`src/rtl/ram_arbiter_if.sv`:
```
// Bundle of the two requester ports, the clear controls and the RAM port
// that the arbiter drives.
interface ram_arbiter_if #(
  parameter int DWIDTH = 16,
  parameter int AWIDTH = 4
);
  logic              a_req;
  logic              a_we;
  logic [AWIDTH-1:0] a_addr;
  logic [DWIDTH-1:0] a_wdata;
  logic              a_ack;
  logic [DWIDTH-1:0] a_rdata;

  logic              b_req;
  logic              b_we;
  logic [AWIDTH-1:0] b_addr;
  logic [DWIDTH-1:0] b_wdata;
  logic              b_ack;
  logic [DWIDTH-1:0] b_rdata;

  logic              clr;
  logic              clr_busy;
  logic              clr_done;

  logic              ram_wen;
  logic [AWIDTH-1:0] ram_addr;
  logic [DWIDTH-1:0] ram_din;
  logic [DWIDTH-1:0] ram_dout;

  // Environment side: requesters, clear source and the RAM's read port.
  modport master (
    output a_req, a_we, a_addr, a_wdata,
    input  a_ack, a_rdata,
    output b_req, b_we, b_addr, b_wdata,
    input  b_ack, b_rdata,
    output clr,
    input  clr_busy, clr_done,
    input  ram_wen, ram_addr, ram_din,
    output ram_dout
  );

  modport slave (
    input  a_req, a_we, a_addr, a_wdata,
    output a_ack, a_rdata,
    input  b_req, b_we, b_addr, b_wdata,
    output b_ack, b_rdata,
    input  clr,
    output clr_busy, clr_done,
    output ram_wen, ram_addr, ram_din,
    input  ram_dout
  );
endinterface

```
`src/rtl/ram_arbiter.sv`:
```
// Round-robin arbiter for two requesters sharing one single-port RAM, plus a
// bulk-clear sweep that writes FILL to every address.
module ram_arbiter #(
  parameter int                DWIDTH = 16,
  parameter int                AWIDTH = 4,
  parameter logic [DWIDTH-1:0] FILL   = '0
) (
  input logic          clk,
  input logic          rst,
  ram_arbiter_if.slave bus
);

  typedef enum logic [1:0] {
    IDLE,
    ACCESS,
    CLEAR
  } state_t;

  state_t            state, state_n;

  logic              ptr_b;      // 1 = B wins a tie
  logic              own_b;      // requester that owns the current access
  logic              lat_we;
  logic [AWIDTH-1:0] lat_addr;
  logic [DWIDTH-1:0] lat_wdata;
  logic              clr_pend;
  logic [AWIDTH-1:0] cnt;

  logic              a_elig, b_elig;
  logic              grant_b;
  logic              clr_go;
  logic              sweep_last;

  // A req still high during its own ack cycle belongs to the finished request.
  assign a_elig     = bus.a_req && !bus.a_ack;
  assign b_elig     = bus.b_req && !bus.b_ack;
  assign grant_b    = b_elig && (!a_elig || ptr_b);
  assign clr_go     = clr_pend || bus.clr;
  assign sweep_last = (cnt == {AWIDTH{1'b1}});

  // NOTE: sequential state uses non-blocking assignments so every register
  // samples pre-edge values regardless of block or statement order.
  always_ff @(posedge clk) begin
    if (rst) state <= IDLE;
    else     state <= state_n;
  end

  // NOTE: every output of a combinational block gets a default first so no
  // path leaves it unassigned, which would otherwise infer a latch.
  always_comb begin
    state_n = state;
    unique case (state)
      IDLE: begin
        if (clr_go)                state_n = CLEAR;
        else if (a_elig || b_elig) state_n = ACCESS;
      end
      ACCESS:  state_n = IDLE;
      CLEAR:   if (sweep_last) state_n = IDLE;
      default: state_n = IDLE;
    endcase
  end

  always_comb begin
    bus.ram_wen  = 1'b0;
    bus.ram_addr = '0;
    bus.ram_din  = '0;
    unique case (state)
      ACCESS: begin
        bus.ram_wen  = lat_we;
        bus.ram_addr = lat_addr;
        bus.ram_din  = lat_wdata;
      end
      CLEAR: begin
        bus.ram_wen  = 1'b1;
        bus.ram_addr = cnt;
        bus.ram_din  = FILL;
      end
      default: ;
    endcase
    // Reset must never commit a write, even mid-access or mid-sweep.
    if (rst) bus.ram_wen = 1'b0;
  end

  always_ff @(posedge clk) begin
    if (rst) begin
      ptr_b        <= 1'b0;
      own_b        <= 1'b0;
      lat_we       <= 1'b0;
      lat_addr     <= '0;
      lat_wdata    <= '0;
      clr_pend     <= 1'b0;
      cnt          <= '0;
      bus.a_ack    <= 1'b0;
      bus.b_ack    <= 1'b0;
      bus.a_rdata  <= '0;
      bus.b_rdata  <= '0;
      bus.clr_busy <= 1'b0;
      bus.clr_done <= 1'b0;
    end else begin
      bus.a_ack    <= 1'b0;
      bus.b_ack    <= 1'b0;
      bus.clr_done <= 1'b0;

      if (state != CLEAR && bus.clr) clr_pend <= 1'b1;

      unique case (state)
        IDLE: begin
          if (clr_go) begin
            clr_pend     <= 1'b0;
            cnt          <= '0;
            bus.clr_busy <= 1'b1;
          end else if (a_elig || b_elig) begin
            own_b     <= grant_b;
            ptr_b     <= !grant_b;
            lat_we    <= grant_b ? bus.b_we    : bus.a_we;
            lat_addr  <= grant_b ? bus.b_addr  : bus.a_addr;
            lat_wdata <= grant_b ? bus.b_wdata : bus.a_wdata;
          end
        end
        ACCESS: begin
          if (own_b) begin
            bus.b_ack <= 1'b1;
            if (!lat_we) bus.b_rdata <= bus.ram_dout;
          end else begin
            bus.a_ack <= 1'b1;
            if (!lat_we) bus.a_rdata <= bus.ram_dout;
          end
        end
        CLEAR: begin
          if (sweep_last) begin
            cnt          <= '0;
            bus.clr_busy <= 1'b0;
            bus.clr_done <= 1'b1;
          end else begin
            cnt <= cnt + AWIDTH'(1);
          end
        end
        default: ;
      endcase
    end
  end

endmodule

```
`src/flat_wrapper.sv`:
```
// flat-port wrapper written by rule: the top's interface ports become plain ports
module ram_arbiter_flat 
#(
  parameter int                DWIDTH = 16,
  parameter int                AWIDTH = 4,
  parameter logic [DWIDTH-1:0] FILL   = '0
)
  (clk, rst, bus_a_req, bus_a_we, bus_a_addr, bus_a_wdata, bus_a_ack, bus_a_rdata, bus_b_req, bus_b_we, bus_b_addr, bus_b_wdata, bus_b_ack, bus_b_rdata, bus_clr, bus_clr_busy, bus_clr_done, bus_ram_wen, bus_ram_addr, bus_ram_din, bus_ram_dout);
  ram_arbiter_if #(.DWIDTH(DWIDTH), .AWIDTH(AWIDTH)) bus_i ();
  input logic clk;
  input logic rst;
  input wire logic [$bits(bus_i.a_req)-1:0] bus_a_req;
  input wire logic [$bits(bus_i.a_we)-1:0] bus_a_we;
  input wire logic [$bits(bus_i.a_addr)-1:0] bus_a_addr;
  input wire logic [$bits(bus_i.a_wdata)-1:0] bus_a_wdata;
  output wire logic [$bits(bus_i.a_ack)-1:0] bus_a_ack;
  output wire logic [$bits(bus_i.a_rdata)-1:0] bus_a_rdata;
  input wire logic [$bits(bus_i.b_req)-1:0] bus_b_req;
  input wire logic [$bits(bus_i.b_we)-1:0] bus_b_we;
  input wire logic [$bits(bus_i.b_addr)-1:0] bus_b_addr;
  input wire logic [$bits(bus_i.b_wdata)-1:0] bus_b_wdata;
  output wire logic [$bits(bus_i.b_ack)-1:0] bus_b_ack;
  output wire logic [$bits(bus_i.b_rdata)-1:0] bus_b_rdata;
  input wire logic [$bits(bus_i.clr)-1:0] bus_clr;
  output wire logic [$bits(bus_i.clr_busy)-1:0] bus_clr_busy;
  output wire logic [$bits(bus_i.clr_done)-1:0] bus_clr_done;
  output wire logic [$bits(bus_i.ram_wen)-1:0] bus_ram_wen;
  output wire logic [$bits(bus_i.ram_addr)-1:0] bus_ram_addr;
  output wire logic [$bits(bus_i.ram_din)-1:0] bus_ram_din;
  input wire logic [$bits(bus_i.ram_dout)-1:0] bus_ram_dout;
  assign bus_i.a_req = bus_a_req;
  assign bus_i.a_we = bus_a_we;
  assign bus_i.a_addr = bus_a_addr;
  assign bus_i.a_wdata = bus_a_wdata;
  assign bus_a_ack = bus_i.a_ack;
  assign bus_a_rdata = bus_i.a_rdata;
  assign bus_i.b_req = bus_b_req;
  assign bus_i.b_we = bus_b_we;
  assign bus_i.b_addr = bus_b_addr;
  assign bus_i.b_wdata = bus_b_wdata;
  assign bus_b_ack = bus_i.b_ack;
  assign bus_b_rdata = bus_i.b_rdata;
  assign bus_i.clr = bus_clr;
  assign bus_clr_busy = bus_i.clr_busy;
  assign bus_clr_done = bus_i.clr_done;
  assign bus_ram_wen = bus_i.ram_wen;
  assign bus_ram_addr = bus_i.ram_addr;
  assign bus_ram_din = bus_i.ram_din;
  assign bus_i.ram_dout = bus_ram_dout;
  ram_arbiter #(.DWIDTH(DWIDTH), .AWIDTH(AWIDTH), .FILL(FILL)) u_core (.clk(clk), .rst(rst), .bus(bus_i));
endmodule
```
`config.mk`:
```
export PLATFORM = sky130hd
export DESIGN_NAME = ram_arbiter_flat
export DESIGN_NICKNAME = d
export VERILOG_FILES = /design/src/rtl/ram_arbiter_if.sv /design/src/rtl/ram_arbiter.sv /design/src/flat_wrapper.sv
export SDC_FILE = /design/constraint.sdc
export NUM_CORES = 1
export LEC_CHECK = 0
export BUFFER_PORTS_ARGS = -buffer_cell sky130_fd_sc_hd__buf_4
export CAP_MARGIN = 20
export CORE_AREA = 8 8 93 95
export DETAILED_ROUTE_END_ITERATION = 6
export DIE_AREA = 0 0 101 103
export MAX_ROUTING_LAYER = met4
export PLACE_DENSITY = 0.67
export SYNTH_ARGS = -nofsm -noshare
export SYNTH_HDL_FRONTEND = slang
export SYNTH_SLANG_ARGS = --single-unit
```
`constraint.sdc`:
```
create_clock -name clk -period 2.6 [get_ports clk]
set_input_delay 0.13 -clock clk [delete_from_list [all_inputs] [get_ports clk]]
set_output_delay 0.13 -clock clk [all_outputs]
set_load 0.01 [all_outputs]
```
======== After elaboration in Yosys (flattened, before gate mapping) ========
Index checks and enable logic that the tools add are counted.
Widths: inputs -> output; s select.
word-level totals
  logic and storage cells ................. 71
  output and inout port bits .............. 57
  register bits after elaboration ......... 66
  input bits .............................. 63
operators by class
  bitwise gates (word level) .............. 5
  reductions and logical operators ........ 21
  add/subtract/negate cells ............... 1
  mux-type cells .......................... 23
  equality and inequality tests ........... 7
operators with widths
  operator             number
  $mux 16              2
  $pmux 4 s2           2
  $mux 4               3
  $reduce_and 3->1     4
  $mux 1               10
  $mux 2               3
  $not 1->1            5
  $add 4x1->4 const B  1
  $eq 4x4->1 const B   1
  $logic_and 1x1->1    4
  $logic_not 1->1      4
  $ne 2x1->1 const B   2
  $pmux 1 s2           2
  $pmux 2 s2           1
  $reduce_and 2->1     2
  $reduce_or 2->1      2
  $logic_or 1x1->1     3
  $ne 3x1->1 const B   1
  $eq 2x1->1 const B   1
  $eq 2x2->1 const B   1
  $logic_not 2->1      1
  $ne 2x2->1 const B   1
  $reduce_bool 2->1    1

======== Logic depth before layout (Yosys ltp) ========
Gate-level depths: netlist of the first run.
  depth in word-level cells ............... 6
  mapped depth ............................ 8
  depth with buffers taken out ............ 6

======== Worst setup path after synthesis of the first run ========
Ideal clock, no wire load.
  path kind ............................... register -> register
  start ................................... register u_core.state[0]
  end ..................................... register u_core.lat_addr[0]
  data arrival time ....................... 1.754 ns
  cell stages (with the launch flop) ...... 8
  library setup time ...................... 0.060 ns
  buffers on the path ..................... 1
  path slack .............................. 0.786 ns
  clock period less this slack ............ 1.814 ns
  required time ........................... 2.540 ns
  path through ............................ dfxtp_1 > inv_1 > ha_1 > or3b_4 > a2111oi_4 > buf_6 > and2_1 > a221o_1
on the way
  cells in the longest elaborated chain, start to end .. 2
RTL lines
  item                        RTL line            source
  from (decl)                 ram_arbiter.sv:19   state_t state, state_n;
  from (signal assigned)      ram_arbiter.sv:45   else state <= state_n;
  $logic_not 2->1             ram_arbiter.sv:106  unique case (state)
  $reduce_and 3->1 (no line)  --
  to (signal assigned)        ram_arbiter.sv:116  lat_addr <= grant_b ? bus.b_addr : bus.a_addr;
  to (decl)                   ram_arbiter.sv:24   logic [AWIDTH-1:0] lat_addr;
No other way between the ends.
A chain may end at the register's enable or synchronous reset.

======== Worst setup path in the final report of the first run ========
  start ................................... register u_core.state[0]
  end ..................................... register u_core.lat_wdata[6]
on the way
  cells in the longest elaborated chain, start to end .. 2
RTL lines
  item                        RTL line            source
  $logic_not 2->1             ram_arbiter.sv:106
  $reduce_and 3->1 (no line)  --
  to (signal assigned)        ram_arbiter.sv:117  lat_wdata <= grant_b ? bus.b_wdata : bus.a_wdata;
  to (decl)                   ram_arbiter.sv:25   logic [DWIDTH-1:0] lat_wdata;
No other way between the ends.

==> results of run 1 <==
==> critical path, cell delays in order (launching register included) <==
cell and delay [ns]:
dfxtp_1 0.33, inv_1 0.11, ha_1 0.29, or3b_4 0.46
a2111oi_4 0.27, buf_4 0.25, and2_2 0.17, a221o_1 0.10
==> cell type report <==
| class | instances | area (um^2) | share of cell area |
|---|---|---|---|
| well taps | 99 | 123.9 | 0.03140 |
| flip-flops and latches | 66 | 1321 | 0.3349 |
| multi-input cells | 226 | 1336 | 0.3387 |
| inverters | 4 | 15.01 | 0.003806 |
| clock buffers | 14 | 162.7 | 0.04123 |
| repair buffers | 126 | 950.9 | 0.2410 |
| clock inverters | 2 | 35.03 | 0.008880 |
==> power by group through the flow <==
stage	combinational (uW)	clock [uW]	sequential [uW]
floorplan	240	0	1150
global placement	431	0	1150
detailed placement	439	0	1150
CTS	441	878	1130
global route	483	926	1140
finish	439	860	1130
==> metrics by stage <==
stage	cells	instance area [um^2]	util	hold WS [ns]	setup WS, ns
floorplan	317	2761	-	0.2660	0.7860
global placement	519	3727	0.5223	0.3520	0.6479
detailed placement	519	3727	0.5223	0.3583	0.6048
CTS	536	3935	0.5514	0.002141	0.5850
global route	537	3945	0.5528	0.005965	0.4375
finish	537	3945	0.5528	0.01236	0.5745
==> state kept, by name, indices dropped and copies added, names as in the netlist, 2 cells and up <==
signal,cells
u_core.bus.a_rdata,16
u_core.lat_addr,4
u_core.cnt,4
u_core.bus.b_rdata,16
u_core.state,2
u_core.lat_wdata,16
==> how the worst max path moves through the flow <==
stage,from,to,slack (ns),cells after the start
2_1_floorplan,u_core.state[0],u_core.lat_addr[0],0.79,7
3_3_place_gp,u_core.state[1],u_core.lat_wdata[6],0.65,7
3_5_place_dp,u_core.state[0],u_core.lat_wdata[6],0.60,7
4_1_cts,u_core.state[0],u_core.lat_wdata[6],0.59,7
5_1_grt,u_core.state[0],u_core.lat_wdata[8],0.44,7
6_report,u_core.state[0],u_core.lat_wdata[6],0.57,7
==> per-layer routing <==
layer,track usage,share of wire,vias to the layer above
met5,-,0,-
met4,0.07216,0.015,0
met3,0.07022,0.11,8
met2,0.2333,0.41,109
met1,0.1817,0.46,1158
li1,-,-,1321
==> kinds of logic after synthesis <==
family | share of synthesized area
adders and majority gates | 0.02266
and+or+nand+nor | 0.2578
AOI/OAI and AO/OA | 0.2016
DFF | 0.4785
buffers and inverters | 0.03942
==> layout by cell type (no fill, tap or decap), types with 2 or more instances in the layout <==
cell / instances
a21oi_1: 44
a221o_1: 21
a22oi_1: 4
and2_1: 36
and3b_1: 2
buf_4: 124
clkbuf_1: 3
clkbuf_8: 11
dfxtp_1: 66
dlygate4sd3_1: 2
ha_1: 5
inv_1: 4
nand2_1: 73
nand3_1: 4
nor2_1: 3
nor2b_1: 5
nor3b_1: 3
nor3b_2: 2
o21ai_0: 6
or3_1: 2
==> timing repair <==
| item | in CTS | in global routing |
|---|---|---|
| gates resized for setup | 0 | 0 |
| buffers inserted | 0 | 0 |
| hold buffers | 1 | 1 |
| endpoints found under the hold margin | 1 | 1 |
==> results.yml, run 1 <==
status:
  status: "finished clean"
routing:
  via_count: 2596
  drt_wl_total_mm: 7.822
  wl_per_cell_um: 14.57
  post-route-drc-count: 0
  drtIter0Drc: 109
  drtAntennaViolNets: 0
  routed_via_density: 4.834
  firstDrtPassIters: 4
pwr:
  p_switching_uw: 631.2
  power_density_mw_per_mm2: 615.9
  swShare: 0.2598
  p_clk_frac: 0.354
  p_seq_frac: 0.466
  vdd_drop_max_mv: 0.2938
  leakage_uw: 0.001693
  pwr-share-comb: 0.181
  p_int_uw: 1799
  fin_total_pwr_uw: 2430
synth:
  ys_ff_latch: 66
  avgSynthCellArea_um2: 8.711
  postSynthCellCount: 317
  synth_common_cells: "nand2_1 (73), dfxtp_1 (66), a21oi_1 (44)"
  ys.flop_type: "dfxtp_1"
  yosysMostFrequentCell: "nand2_1"
  syn_area_mm2: 0.002761
  ys_async_sr_fraction: 0
  synth-edff-count: 0
  synth_cell_type_count: 33
  ys_seq_area_frac: 0.4785
  synth_nets: 385
  yosysTopAreaCellShare: 0.4785
  ys.warnings.count: 0
  yosysTopAreaCell: "dfxtp_1"
  synth_area_leaders: "dfxtp_1 (48%), nand2_1 (9.9%), and2_1 (8.2%), a21oi_1 (8.0%), a221o_1 (7.6%)"
grt:
  grt.total_usage: 0.1583
  grt_pass1_vias: 2711
  antenna_found_initial: 0
  grt-ovfl-total: 0
  grt_max_degree: 50
  grt_pass1_wl_mm: 12.66
clock_tree:
  numCtsBuffers: 9
  cts.clk_slew.worst_paths_ns: 0.07
  cts_buffer_depth: 2
  tritoncts: "built"
  cts-root-buf: "clkbuf_8"
  cts_max_level: 3
  insertion_delay_ns: 0.34
  clock-sinks: 66
setup_path:
  r2r_end: "u_core.lat_wdata[6]"
  rr_worst_depth: 7
  cp-end-kind: "register"
  cp-start-kind: "register"
  worst_ep_arrival_time_ns: 2.31
  cp_data_required_time_ns: 2.88
  cp_max_fo: 21
  rrSetupSlack_ns: 0.57
  r2r-start: "u_core.state[0]"
  critPathKind: "reg2reg"
sta:
  worst_slew_pin_slew_ns: 0.6553
  setup_viol: 0
  min_period_over_period: 0.7790
  relSlewSlack: 0.5618
  rsz0062_at_grt: "no"
  min_period_ns: 2.025
  clock_skew_ns: 0.005103
  setup_tns_ns: 0
  hold_viol: 0
  final_max_slew_viol_count: 0
  fmax_mhz: 493.7
min_path:
  min_path_cells: 2
  hold_path_class: "in2reg"
  min_to: "u_core.lat_wdata[0]"
  worst_hold_startpoint: "bus_a_wdata[0]"
place:
  portBuffers: 119
  gp_congestion: 0.7820
  dpl.hpwl_mm: 5.863
final_layout:
  area_growth_syn_to_layout_pct: 42.86
  fillCellCount: 727
  layout.nets: 501
  drive_gt1_frac: 0.3288
  antenna_cells: 0
floorplanning:
  core_mm2: 0.007137
  start_util: 0.3869
  placementRows: 31
  ios: 120
  fp.dieW_um: 101
  dieArea_mm2: 0.01040
  die_y_um: 103
job:
  max_cap_violations: 0
(Power assumes the default switching activity.)
==> run 2, diff against run 1 <==
==> constraint.sdc (replaced) <==
create_clock -name clk -period 2 [get_ports clk]
set_input_delay 0.1 -clock clk [delete_from_list [all_inputs] [get_ports clk]]
set_output_delay 0.1 -clock clk [all_outputs]
set_load 0.01 [all_outputs]
==> results.yml, run 2 (synthesis results as in run 1) <==
clock_tree:
  cts-root-buf: "clkbuf_8"
  post-cts-setup-buffer-count: 0
  cts.clk_slew.worst_paths_ns: 0.07
  clock-sinks: 66
  cts_max_level: 3
  numCtsBuffers: 9
  cts_buffer_depth: 2
  tritoncts: "built"
  insertion_delay_ns: 0.34
pwr:
  p_switching_uw: 885.5
  p_seq_frac: 0.454
  p_clk_frac: 0.346
  power_density_mw_per_mm2: 761.4
  swShare: 0.2730
  pwr-share-comb: 0.200
  p_int_uw: 2358
  leakage_uw: 0.001817
  vdd_drop_max_mv: 0.3599
setup_path:
  cp_max_fo: 6
  cp-end-kind: "register"
  path_buf_inv: 1
  path_cells: "inv_1 > ha_1 > or3b_4 > o21ai_0 > or4_1 > a21oi_1"
  critPathMaxStageDelay_ns: 0.51
  r2r_end: "u_core.cnt[3]"
  cp-start-kind: "register"
  r2r-start: "u_core.state[0]"
  critPathKind: "reg2reg"
  rr_worst_depth: 6
  cp_data_required_time_ns: 2.26
  worst_ep_arrival_time_ns: 2.12
  rrSetupSlack_ns: 0.14
  cp.depth: 6
  crit_path_top_delay_cell: "or4_1"
  critPathTopFamily: "simple AND/OR/NAND/NOR gates"
sta:
  worst_slew_pin_slew_ns: 0.5208
  hold_viol: 0
  setup_slack_ns: 0.1448
  setup_tns_ns: 0
  fmax_mhz: 539.0
  min_period_over_period: 0.9276
  final_max_slew_viol_count: 0
  hold_ws_ns: 0.01680
  relSlewSlack: 0.6528
  setup_viol: 0
  clock_skew_ns: 0.007003
  min_period_ns: 1.855
  rsz0062_at_grt: "no"
grt:
  grt.total_usage: 0.1741
  grt-ovfl-total: 0
  grt_max_degree: 50
  antenna_found_initial: 0
  grt_pass1_wl_mm: 13.88
  grt_pass1_vias: 2907
floorplanning:
  ios: 120
  fp.dieW_um: 101
  start_util: 0.3869
  die_y_um: 103
  core_mm2: 0.007137
  dieArea_mm2: 0.01040
  placementRows: 31
routing:
  wl_per_cell_um: 15.02
  routed_via_density: 4.952
  drtAntennaViolNets: 0
  via_count: 2798
  drt_wl_total_mm: 8.485
  drtIter0Drc: 128
  firstDrtPassIters: 4
  post-route-drc-count: 0
min_path:
  worst_hold_startpoint: "bus_ram_dout[13]"
  min_to: "u_core.bus.b_rdata[13]"
  min_path_cells: 3
  hold_path_class: "in2reg"
place:
  portBuffers: 119
  dpl.hpwl_mm: 5.989
  pre_cts_ws_ns: 0.1008
  gp_congestion: 0.8066
  dp.cells: 523
final_layout:
  layout.nets: 529
  reg.largest.list: "u_core.bus.a_rdata (16), u_core.bus.b_rdata (16), u_core.lat_wdata (16)"
  final_common_cell: "buf_4"
  mostFrequentLayoutCells: "buf_4 (124), nand2_1 (73), dfxtp_1 (66)"
  finalNonFillerCells: 565
  final_util: 0.5970
  drive_gt1_frac: 0.3240
  area_growth_syn_to_layout_pct: 54.28
  antenna_cells: 0
job:
  max_cap_violations: 0
status:
  status: "finished clean"
run 2: cell types whose count changed in the layout (fill, tap and decap cells not counted), sizes merged:
cell and delta:
buf +4, clkbuf -4, clkinv +1, clkinvlp +3, dlygate4sd3 +24
run 2: worst max-delay path by stage:
stage / slack (ns) / start / to
global route: 0.03 / u_core.state[0] / u_core.lat_wdata[8]
floorplan: 0.19 / u_core.state[0] / u_core.lat_addr[0]
global placement: 0.18 / u_core.state[0] / u_core.lat_wdata[15]
detailed placement: 0.10 / u_core.state[0] / u_core.lat_we
CTS: 0.08 / u_core.state[0] / u_core.lat_wdata[9]
finish: 0.14 / u_core.state[0] / u_core.cnt[3]
run 2: final cells by class:
class / instances / area, um^2
Tap cell: 99 / 123.9
Clock buffer: 10 / 137.6
Inverter: 4 / 15.01
Sequential cell: 66 / 1321
Multi-Input combinational cell: 226 / 1343
Fill cell: 662 / 2877
Clock inverter: 6 / 66.31
Timing Repair Buffer: 154 / 1254
run 2: what timing repair did:
action,CTS,global route
resized for setup,0,3
hold buffers,26,0
hold endpoints to repair,26,0
endpoints found under the setup margin,0,22
run 2: worst min-delay path: stages:
cell	delay, ns
buf_4	0.11
nand2_1	0.05
a21oi_1	0.05
run 2: per-layer routing:
metal | GRT usage | routed length [um] | up-vias | part of all wire
li1 | - | - | 1380 | -
met1 | 0.2014 | 3775 | 1295 | 0.44
met2 | 0.2736 | 3871 | 113 | 0.46
met3 | 0.06144 | 728 | 10 | 0.086
met4 | 0.06300 | 110 | 0 | 0.013
met5 | - | 0 | - | 0
run 2: power by group through the flow:
| stage | clock [uW] | sequential, uW | combinational [uW] |
|---|---|---|---|
| global placement | 0 | 1500 | 586 |
| finish | 1120 | 1470 | 648 |
| detailed placement | 0 | 1500 | 599 |
| global route | 1220 | 1490 | 712 |
| CTS | 1150 | 1470 | 641 |
| floorplan | 0 | 1500 | 312 |
run 2: metrics by stage:
stage               instance area, um^2  power (uW)
floorplan                          2761        1809
global placement                   3782        2084
detailed placement                 3782        2099
CTS                                4247        3265
global route                       4260        3420
finish                             4260        3244
